--- src/rtl/aes_pkg.sv ---
// Shared types and frame-length helpers for the AES SPI front end.
package aes_pkg;

   typedef enum logic [2:0] {IDLE, SHIFT, RUN, DONE, ERROR} spi_state_t;

   // One direction bit, the key, then the 128-bit message.
   function automatic int frame_len(input int k);
      return 1 + k + 128;
   endfunction

   localparam int FRAME_LEN_128 = 1 + 128 + 128;
   localparam int FRAME_LEN_192 = 1 + 192 + 128;
   localparam int FRAME_LEN_256 = 1 + 256 + 128;

endpackage

--- src/rtl/spi_sync_edge.sv ---
// Multi-flop synchroniser for an asynchronous pin with rise/fall pulses
// taken from the synchronised level against its previous value.
module spi_sync_edge #(
   parameter int SYNC_STAGES = 2
) (
   input  logic clk,
   input  logic rst_n,
   input  logic d_i,
   output logic level_o,
   output logic rise_o,
   output logic fall_o
);

   logic [SYNC_STAGES-1:0] sync_q;
   logic                   prev_q;

   always_ff @(posedge clk or negedge rst_n) begin
      if (!rst_n) begin
         sync_q <= '0;
         prev_q <= 1'b0;
      end else begin
         sync_q <= {sync_q[SYNC_STAGES-2:0], d_i};
         prev_q <= sync_q[SYNC_STAGES-1];
      end
   end

   assign level_o = sync_q[SYNC_STAGES-1];
   assign rise_o  = sync_q[SYNC_STAGES-1] & ~prev_q;
   assign fall_o  = ~sync_q[SYNC_STAGES-1] & prev_q;

endmodule

--- src/rtl/aes_spi_frontend.sv ---
// SPI slave feeding dir/key/message to the AES core and returning its result.
// Optional frame-length check enabled by defining AES_SPI_FRAMECHK_EN.
module aes_spi_frontend
   import aes_pkg::*;
#(
   parameter int K           = 128,
   parameter int SYNC_STAGES = 2
) (
   input  logic           clk,
   input  logic           reset,
   input  logic           sck,
   input  logic           sdi,
   input  logic           load,
   output logic           sdo,
   output logic           ready,
   output logic           frame_err,
   output logic           ce,
   output logic           dir,
   output logic [K-1:0]   key,
   output logic [127:0]   message,
   input  logic           done,
   input  logic [127:0]   translated
);

   localparam int FRAME_LEN = frame_len(K);
   localparam int CNT_W     = $clog2(FRAME_LEN + 1);

   logic sck_s, sck_rise, sck_fall;
   logic load_s, load_rise, load_fall;
   logic [SYNC_STAGES-1:0] sdi_sync_q;
   logic sdi_s;

   spi_sync_edge #(.SYNC_STAGES(SYNC_STAGES)) u_sck_sync (
      .clk(clk), .rst_n(reset), .d_i(sck),
      .level_o(sck_s), .rise_o(sck_rise), .fall_o(sck_fall)
   );

   spi_sync_edge #(.SYNC_STAGES(SYNC_STAGES)) u_load_sync (
      .clk(clk), .rst_n(reset), .d_i(load),
      .level_o(load_s), .rise_o(load_rise), .fall_o(load_fall)
   );

   // sdi goes through the same depth as sck so data lines up with the sampled edge.
   always_ff @(posedge clk or negedge reset) begin
      if (!reset) sdi_sync_q <= '0;
      else        sdi_sync_q <= {sdi_sync_q[SYNC_STAGES-2:0], sdi};
   end
   assign sdi_s = sdi_sync_q[SYNC_STAGES-1];

   spi_state_t           state_q, state_d;
   logic [CNT_W-1:0]     bitcnt_q, bitcnt_d;
   logic [FRAME_LEN-1:0] in_sr_q, in_sr_d;
   logic [127:0]         out_sr_q, out_sr_d;
   logic [127:0]         result_q, result_d;
   logic                 ready_q, ready_d;
   logic                 frame_err_q, frame_err_d;
   logic                 dir_q, dir_d;
   logic [K-1:0]         key_q, key_d;
   logic [127:0]         msg_q, msg_d;
   logic                 start;

   always_ff @(posedge clk or negedge reset) begin
      if (!reset) begin
         state_q     <= IDLE;
         bitcnt_q    <= '0;
         in_sr_q     <= '0;
         out_sr_q    <= '0;
         result_q    <= '0;
         ready_q     <= 1'b0;
         frame_err_q <= 1'b0;
         dir_q       <= 1'b0;
         key_q       <= '0;
         msg_q       <= '0;
      end else begin
         state_q     <= state_d;
         bitcnt_q    <= bitcnt_d;
         in_sr_q     <= in_sr_d;
         out_sr_q    <= out_sr_d;
         result_q    <= result_d;
         ready_q     <= ready_d;
         frame_err_q <= frame_err_d;
         dir_q       <= dir_d;
         key_q       <= key_d;
         msg_q       <= msg_d;
      end
   end

   always_comb begin
      state_d     = state_q;
      bitcnt_d    = bitcnt_q;
      in_sr_d     = in_sr_q;
      out_sr_d    = out_sr_q;
      result_d    = result_q;
      ready_d     = ready_q;
      frame_err_d = frame_err_q;
      dir_d       = dir_q;
      key_d       = key_q;
      msg_d       = msg_q;
      ce          = 1'b1;
      start       = 1'b0;

      case (state_q)
         IDLE, ERROR: begin
            if (load_rise) start = 1'b1;
         end
         SHIFT: begin
            if (load_fall) begin
`ifdef AES_SPI_FRAMECHK_EN
               if (bitcnt_q != CNT_W'(FRAME_LEN)) begin
                  state_d     = ERROR;
                  frame_err_d = 1'b1;
               end else begin
                  state_d = RUN;
                  dir_d   = in_sr_q[FRAME_LEN-1];
                  key_d   = in_sr_q[FRAME_LEN-2 -: K];
                  msg_d   = in_sr_q[127:0];
               end
`else
               state_d = RUN;
               dir_d   = in_sr_q[FRAME_LEN-1];
               key_d   = in_sr_q[FRAME_LEN-2 -: K];
               msg_d   = in_sr_q[127:0];
`endif
            end else if (load_s) begin
               if (sck_rise) begin
                  in_sr_d = {in_sr_q[FRAME_LEN-2:0], sdi_s};
                  if (bitcnt_q != CNT_W'(FRAME_LEN)) bitcnt_d = bitcnt_q + 1'b1;
               end
               if (sck_fall) out_sr_d = {out_sr_q[126:0], 1'b0};
            end
         end
         RUN: begin
            ce = 1'b0;
            // A new frame while the core is busy aborts it; the old result stays.
            if (load_rise) begin
               start = 1'b1;
            end else if (done) begin
               result_d = translated;
               ready_d  = 1'b1;
               state_d  = DONE;
            end
         end
         DONE: begin
            ce = 1'b0;
            if (load_rise) start = 1'b1;
         end
         default: state_d = IDLE;
      endcase

      if (start) begin
         state_d     = SHIFT;
         bitcnt_d    = '0;
         ready_d     = 1'b0;
         frame_err_d = 1'b0;
         out_sr_d    = result_q;
      end
   end

   assign sdo       = out_sr_q[127];
   assign ready     = ready_q;
   assign frame_err = frame_err_q;
   assign dir       = dir_q;
   assign key       = key_q;
   assign message   = msg_q;

endmodule
--- config.mk ---
export PLATFORM = sky130hd
export DESIGN_NAME = aes_spi_frontend
export DESIGN_NICKNAME = d
export VERILOG_FILES = /design/src/rtl/aes_pkg.sv /design/src/rtl/spi_sync_edge.sv /design/src/rtl/aes_spi_frontend.sv
export SDC_FILE = /design/constraint.sdc
export NUM_CORES = 1
export LEC_CHECK = 0
export BUFFER_PORTS_ARGS = -buffer_cell sky130_fd_sc_hd__buf_2
export CORE_ASPECT_RATIO = 0.6
export CORE_MARGIN = 8
export CORE_UTILIZATION = 60
export DETAILED_ROUTE_END_ITERATION = 16
export MAX_ROUTING_LAYER = met4
export PLACE_DENSITY = 0.82
export SETUP_SLACK_MARGIN = 0.2
export SLEW_MARGIN = 15
export SYNTH_ARGS = -nofsm -noshare
export SYNTH_HDL_FRONTEND = slang
export SYNTH_HIERARCHICAL = 1
export SYNTH_SLANG_ARGS = --single-unit
--- constraint.sdc ---
create_clock -name clk -period 6.7 [get_ports clk]
set_clock_uncertainty 0.2 [all_clocks]
set_input_delay 1.34 -clock clk [delete_from_list [all_inputs] [get_ports clk]]
set_output_delay 1.34 -clock clk [all_outputs]
set_load 0.005 [all_outputs]
==> impl_metrics.ini, run 1 <==
[global_routing]
met2_usage_pct = 33.5
grt_overflow_total = 0
track_usage_pct = 21.5
use_met1_pct = 28.4
grt_busiest_layer = met2
met3_usage_pct = 5.01
grt_pass1_vias = 17400
antenna_found_initial = 1
grt_pass1_wl_um = 98400
grt_max_degree = 171

[critical_path]
worstSetupPathType = reg -> reg
cp_num_buf_inv = 1
cp_num_cells = 5
cp-end-kind = flop
cp_slowest_cell = buf_4
path_delay_family = simple AND/OR/NAND/NOR gates
cp.arrival_ns = 3.49
cp-start-kind = flop
cp.required_ns = 6.94
crit_path_frequent_cell = nor2b_1
crit_path_max_fanout = 51
critPathMaxStageDelay_ns = 0.62
crit_chain = nor2b_1 > nor2b_1 > a31o_4 > buf_4 > mux2_2
r2r.worst_path.cells = 5

[synthesis]
synth_nets = 1947
synthCells = 1810
synth_seq_cells = 781
synth_cell_types = 25
synthDominantCellAreaShare_pct = 64.1
synth_area_mm2 = 0.0305
synth_top_area_cell = dfrtp_1
synthTopCellsByArea = dfrtp_1 (64%), mux2_2 (32%), mux2_4 (1.5%)
synth.avg_cell_area_um2 = 16.9
ys_seq_area_share_pct = 64.1
yosysWarnings = 6

[floorplanning]
dieWidth_um = 307
rows = 64
pin_count = 395
start_util_pct = 60.3
die-area_mm2 = 0.0585
coreArea_mm2 = 0.0506
die_h_um = 191

[final_layout]
drive_above_1_share_pct = 63.1
fin_nets = 2329
final_cells = 2936
fin_area_mm2 = 0.0353
area_growth_pct = 15.8
antennaDiodeCount = 0
layout_common_cells = mux2_2 (866), dfrtp_1 (781), buf_2 (392)
mostFrequentLayoutCell = mux2_2

[placed_design]
hpwlAfterDp_um = 40500
port_buffers = 393
dp_cells = 2814
placed_area_mm2 = 0.0331
place_congestion = 0.797
place_ws_ns = 3.22

[timing]
setup-tns-final_ns = 0
slew_violations = 0
hold_violations = 0
fmax_mhz = 308
hold-worst-slack_ns = 0.139
rsz0062_at_grt = false
finalCritPeriodShare_pct = 48.5
timing.slew.headroom_pct = 19.7
worst_slew_pin_slew_ns = 1.20
setup_viol = 0
setup_ws_ns = 3.45
finalCriticalPeriod_ns = 3.25

[route]
ant_nets = 0
firstDrtPassIters = 4
via_per_inst = 5.41
wl_um = 61500
num_vias = 15900
drc = 0
wl_per_cell_um = 21.0
drtIter0Drc = 763

[clock_network]
clockRootBuffer = clkbuf_16
cts_max_level = 3
cts.sinks = 781
cts_buffers = 69
clock_latency_ns = 0.58
clk_path_buf_depth = 3
cts_tree = yes
clk_pin_slew_worst_paths_ns = 0.06
postCtsSetupBuffers = 0
cts_resized = 0
hold_buffers = 0

[status]
outcome = completed

[pwr]
peakVddDrop_uv = 211
p_leak_nw = 18.6
cellPowerDensity_mw_per_mm2 = 340

[job]
drv_cap = 0

[hold_path]
holdPathStages = 0
hp-class = reg -> reg
-- stage by stage --
| stage | power (mW) | utilization [%] |
|---|---|---|
| after floorplan | 7.57 | - |
| after global placement | 7.95 | 65.3 |
| after detailed placement | 8.12 | 65.3 |
| after CTS | 12.2 | 69.8 |
| after global routing | 12.6 | 69.8 |
| final | 12.0 | 69.8 |
-- synthesized netlist by cell type --
cell type and instances:
a2111oi_0 1, a21oi_1 2, a222oi_1 1, a311oi_1 1
a31o_2 2, and2b_2 2, buf_1 2, buf_2 79
buf_4 9, buf_6 4, clkbuf_1 5, conb_1 1
dfrtp_1 781, ha_1 3, inv_1 6, mux2_2 866
mux2_4 30, nand2_1 3, nand2b_1 2, nand3_1 2
nor2_1 1, nor2b_1 3, nor2b_2 1, o21ai_0 2
o21bai_1 1
-- per-layer routing --
metal | part of all wire, % | vias to the layer above | wire length, um
met5 | 0 | - | 0
met4 | 2.8 | 0 | 1740
met3 | 5.4 | 112 | 3300
met2 | 48 | 284 | 29300
met1 | 44 | 8304 | 27200
li1 | - | 7194 | -
-- where the power goes --
| group | leakage [nW] | switching, mW | internal [mW] |
|---|---|---|---|
| sequential | 10.4 | 0.412 | 5.51 |
| combinational | 7.06 | 0.793 | 1.31 |
| clock | 1.11 | 1.71 | 2.29 |
| total | 18.6 | 2.91 | 9.11 |
-- kinds of logic (layout without fill, tap and decap cells) --
| group | after synthesis | after routing | share of synthesized area, % |
|---|---|---|---|
| mux | 896 | 896 | 33.5 |
| flops | 781 | 781 | 64.1 |
| buf+inv | 105 | 538 | 1.83 |
| simple gates | 14 | 14 | 0.271 |
| compound gates | 10 | 10 | 0.238 |
| fa+ha+maj | 3 | 3 | 0.123 |
| other cells | 1 | 1 | 0.0123 |
-- worst register-to-register path: cells and delay by family, from the launching register on --
family,cells,cell delay [ns]
flip-flops,1,0.45
AND/OR/NAND/NOR,2,0.88
AO/OA/AOI/OAI,1,0.50
buffers and inverters,1,0.63
multiplexers,1,0.46
-- final cells by class --
type	instances	area, um^2
Sequential cell	781	19500
Fill cell	3315	15300
Multi-Input combinational cell	924	10400
Timing Repair Buffer	410	2180
Clock buffer	99	1930
Tap cell	693	867
Clock inverter	23	332
Inverter	6	22.5
-- path summary, 6_finish.rpt --
| kind | slack, ns | from | end |
|---|---|---|---|
| setup reg to reg | 3.45 | u_load_sync/sync_q[1] | out_sr_q[46] |
| setup / recovery | 3.45 | u_load_sync/sync_q[1] | out_sr_q[46] |
| min in group asynchronous | 0.60 | reset | out_sr_q[35] |
| hold reg to reg | 0.14 | u_sck_sync/sync_q[0] | u_sck_sync/sync_q[1] |
| max in group asynchronous | 4.29 | reset | message[1] |
| hold / removal | 0.14 | u_sck_sync/sync_q[0] | u_sck_sync/sync_q[1] |
-- registers in the layout (all words and copies together) (netlist names) --
signal	flops
u_load_sync/prev_q	1
message	128
key	128
state_q	2
u_sck_sync/sync_q	2
u_load_sync/sync_q	2
in_sr_q	257
sdi_sync_q	2
result_q	128
dir	1
u_sck_sync/prev_q	1
ready	1
out_sr_q	128
Note: power is estimated with default switching activity, not from simulation.
==> run 2, diff against run 1 <==
--- a/config.mk
+++ b/config.mk
@@ -8,10 +8,10 @@
 export BUFFER_PORTS_ARGS = -buffer_cell sky130_fd_sc_hd__buf_2
 export CORE_ASPECT_RATIO = 0.6
 export CORE_MARGIN = 8
-export CORE_UTILIZATION = 60
+export CORE_UTILIZATION = 58
 export DETAILED_ROUTE_END_ITERATION = 16
 export MAX_ROUTING_LAYER = met4
-export PLACE_DENSITY = 0.82
+export PLACE_DENSITY = 0.8
 export SETUP_SLACK_MARGIN = 0.2
 export SLEW_MARGIN = 15
 export SYNTH_ARGS = -nofsm -noshare
==> constraint.sdc (replaced) <==
create_clock -name clk -period 3 [get_ports clk]
set_clock_uncertainty 0.2 [all_clocks]
set_input_delay 0.6 -clock clk [delete_from_list [all_inputs] [get_ports clk]]
set_output_delay 0.6 -clock clk [all_outputs]
set_load 0.005 [all_outputs]
==> impl_metrics.ini, run 2 (synthesized netlist as in run 1, its figures left out) <==
[clock_network]
clock_latency_ns = 0.60
cts_max_level = 3
cts_tree = yes
cts_buffers = 70
clk_pin_slew_worst_paths_ns = 0.06
clockRootBuffer = clkbuf_16
cts.sinks = 781
clk_path_buf_depth = 3

[pwr]
power_mw = 27.0
cellPowerDensity_mw_per_mm2 = 752
combPwrFrac_pct = 18.2
clockPowerShare_pct = 32.5
peakVddDrop_uv = 561
p_seq_share_pct = 49.4
switching_share_pct = 25.2
intPower_mw = 20.2
p_leak_nw = 18.9
power.net_switching_mw = 6.81

[route]
via_per_inst = 5.45
firstDrtPassIters = 6
num_vias = 16300
drtIter0Drc = 787
wl_per_cell_um = 21.6
wl_um = 64600
ant_nets = 0
drc = 0

[placed_design]
place_congestion = 0.820
dp_cells = 2863
port_buffers = 393
hpwlAfterDp_um = 44500

[critical_path]
cp_num_buf_inv = 2
cp-start-kind = flop
crit_chain = inv_1 > ha_1 > nor2b_2 > a31o_4 > buf_12 > mux2_2
cp_slowest_cell = dfrtp_1
crit_path_max_fanout = 43
cp.required_ns = 3.27
path_delay_family = flip-flops
reg2reg_slack_ns = 0.42
critPathMaxStageDelay_ns = 0.42
worstSetupPathType = reg -> reg
cp.arrival_ns = 2.85
cp-end-kind = flop

[final_layout]
layout_common_cells = mux2_2 (866), dfrtp_1 (781), buf_2 (392)
drive_above_1_share_pct = 63.9
antennaDiodeCount = 0
area_growth_pct = 17.8
regMostFlops = in_sr_q
mostFrequentLayoutCell = mux2_2
fin_nets = 2377
largest_register_ff_count = 257
final_cells = 2996
nFillCells = 3494

[floorplanning]
rows = 65
coreArea_mm2 = 0.0522
die_h_um = 194
die-area_mm2 = 0.0604
start_util_pct = 58.4
dieWidth_um = 312
pin_count = 395

[global_routing]
track_usage_pct = 21.8
grt_overflow_total = 0
grt_pass1_vias = 18000
grt_max_degree = 88
grt_pass1_wl_um = 103000
antenna_found_initial = 0

[status]
outcome = completed

[timing]
timing.slew.headroom_pct = 56.0
rsz0062_at_grt = false
fmax_mhz = 387
finalCritPeriodShare_pct = 86.1
setup_viol = 0
slew_violations = 0
finalCriticalPeriod_ns = 2.58
setup-tns-final_ns = 0
worst_slew_pin_slew_ns = 0.660
hold-worst-slack_ns = 0.0402
hold_violations = 0

[job]
drv_cap = 0

[hold_path]
hp-class = in -> reg
==> run 2: changes by cell type in the layout (fill, tap and decap cells not counted), sizes merged <==
| cell | previous run | this run |
|---|---|---|
| buf | 410 | 449 |
| bufinv | 7 | 2 |
| clkbuf | 99 | 96 |
| clkinv | 14 | 21 |
| clkinvlp | 0 | 1 |
| dlygate4sd3 | 0 | 8 |
| inv | 8 | 11 |
==> run 2: power groups by stage <==
stage / clock network, mW / logic, mW / registers, mW
final: 8.77 / 4.91 / 13.3
after global routing: 9.39 / 5.33 / 13.5
after CTS: 8.98 / 4.97 / 13.3
after detailed placement: 0 / 4.92 / 13.5
after global placement: 0 / 4.64 / 13.4
after floorplan: 0 / 3.86 / 13.0
==> run 2: final timing paths <==
check | start | endpoint | depth (start not counted)
setup / recovery | state_q[1] | out_sr_q[65] | 6
hold / removal | translated[115] | result_q[115] | 2
setup reg to reg | state_q[1] | out_sr_q[65] | 6
hold reg to reg | sdi_sync_q[0] | sdi_sync_q[1] | 0
max in group asynchronous | reset | message[7] | 3
min in group asynchronous | reset | result_q[92] | 2
==> run 2: repair_timing <==
action                     4_1_cts  5_1_grt
hold endpoints to repair        42        0
resized for setup                0        0
setup endpoints to repair        0        0
hold buffers                     8        0
setup buffers                    0        0
==> run 2: final cells by class <==
type / instances / area [um^2] / share of cell area (%)
Multi-Input combinational cell: 924 / 10400 / 29.1
Tap cell: 703 / 880 / 2.45
Inverter: 6 / 22.5 / 0.0627
Clock inverter: 29 / 273 / 0.759
Clock buffer: 96 / 1970 / 5.48
Sequential cell: 781 / 19500 / 54.4
Timing Repair Buffer: 457 / 2800 / 7.80
==> run 2: per-layer routing <==
layer / part of all wire, % / wire length [um] / GRT usage (%) / vias to the layer above
met1: 43 / 27900 / 28.3 / 8597
met3: 6.2 / 3980 / 6.33 / 112
met4: 2.6 / 1710 / 6.12 / 0
met5: 0 / 0 / - / -
met2: 48 / 30900 / 33.7 / 293
li1: - / - / - / 7313
==> run 2: stage by stage <==
step | cell area (um^2) | setup WS (ns) | util (%)
global route | 35900 | 0.312 | 68.8
detailed placement | 33600 | 0.446 | 64.4
CTS | 35900 | 0.433 | 68.8
global placement | 33600 | 0.575 | 64.4
floorplan | 30500 | 0.874 | -
finish | 35900 | 0.418 | 68.8
==> run 2: worst register-to-register path: cells and delay by family (launching register included) <==
kind            cells  cell delay, ns
mux                 1            0.41
compound gates      1            0.37
simple gates        1            0.35
fa+ha+maj           1            0.30
flops               1            0.42
buf+inv             2            0.41
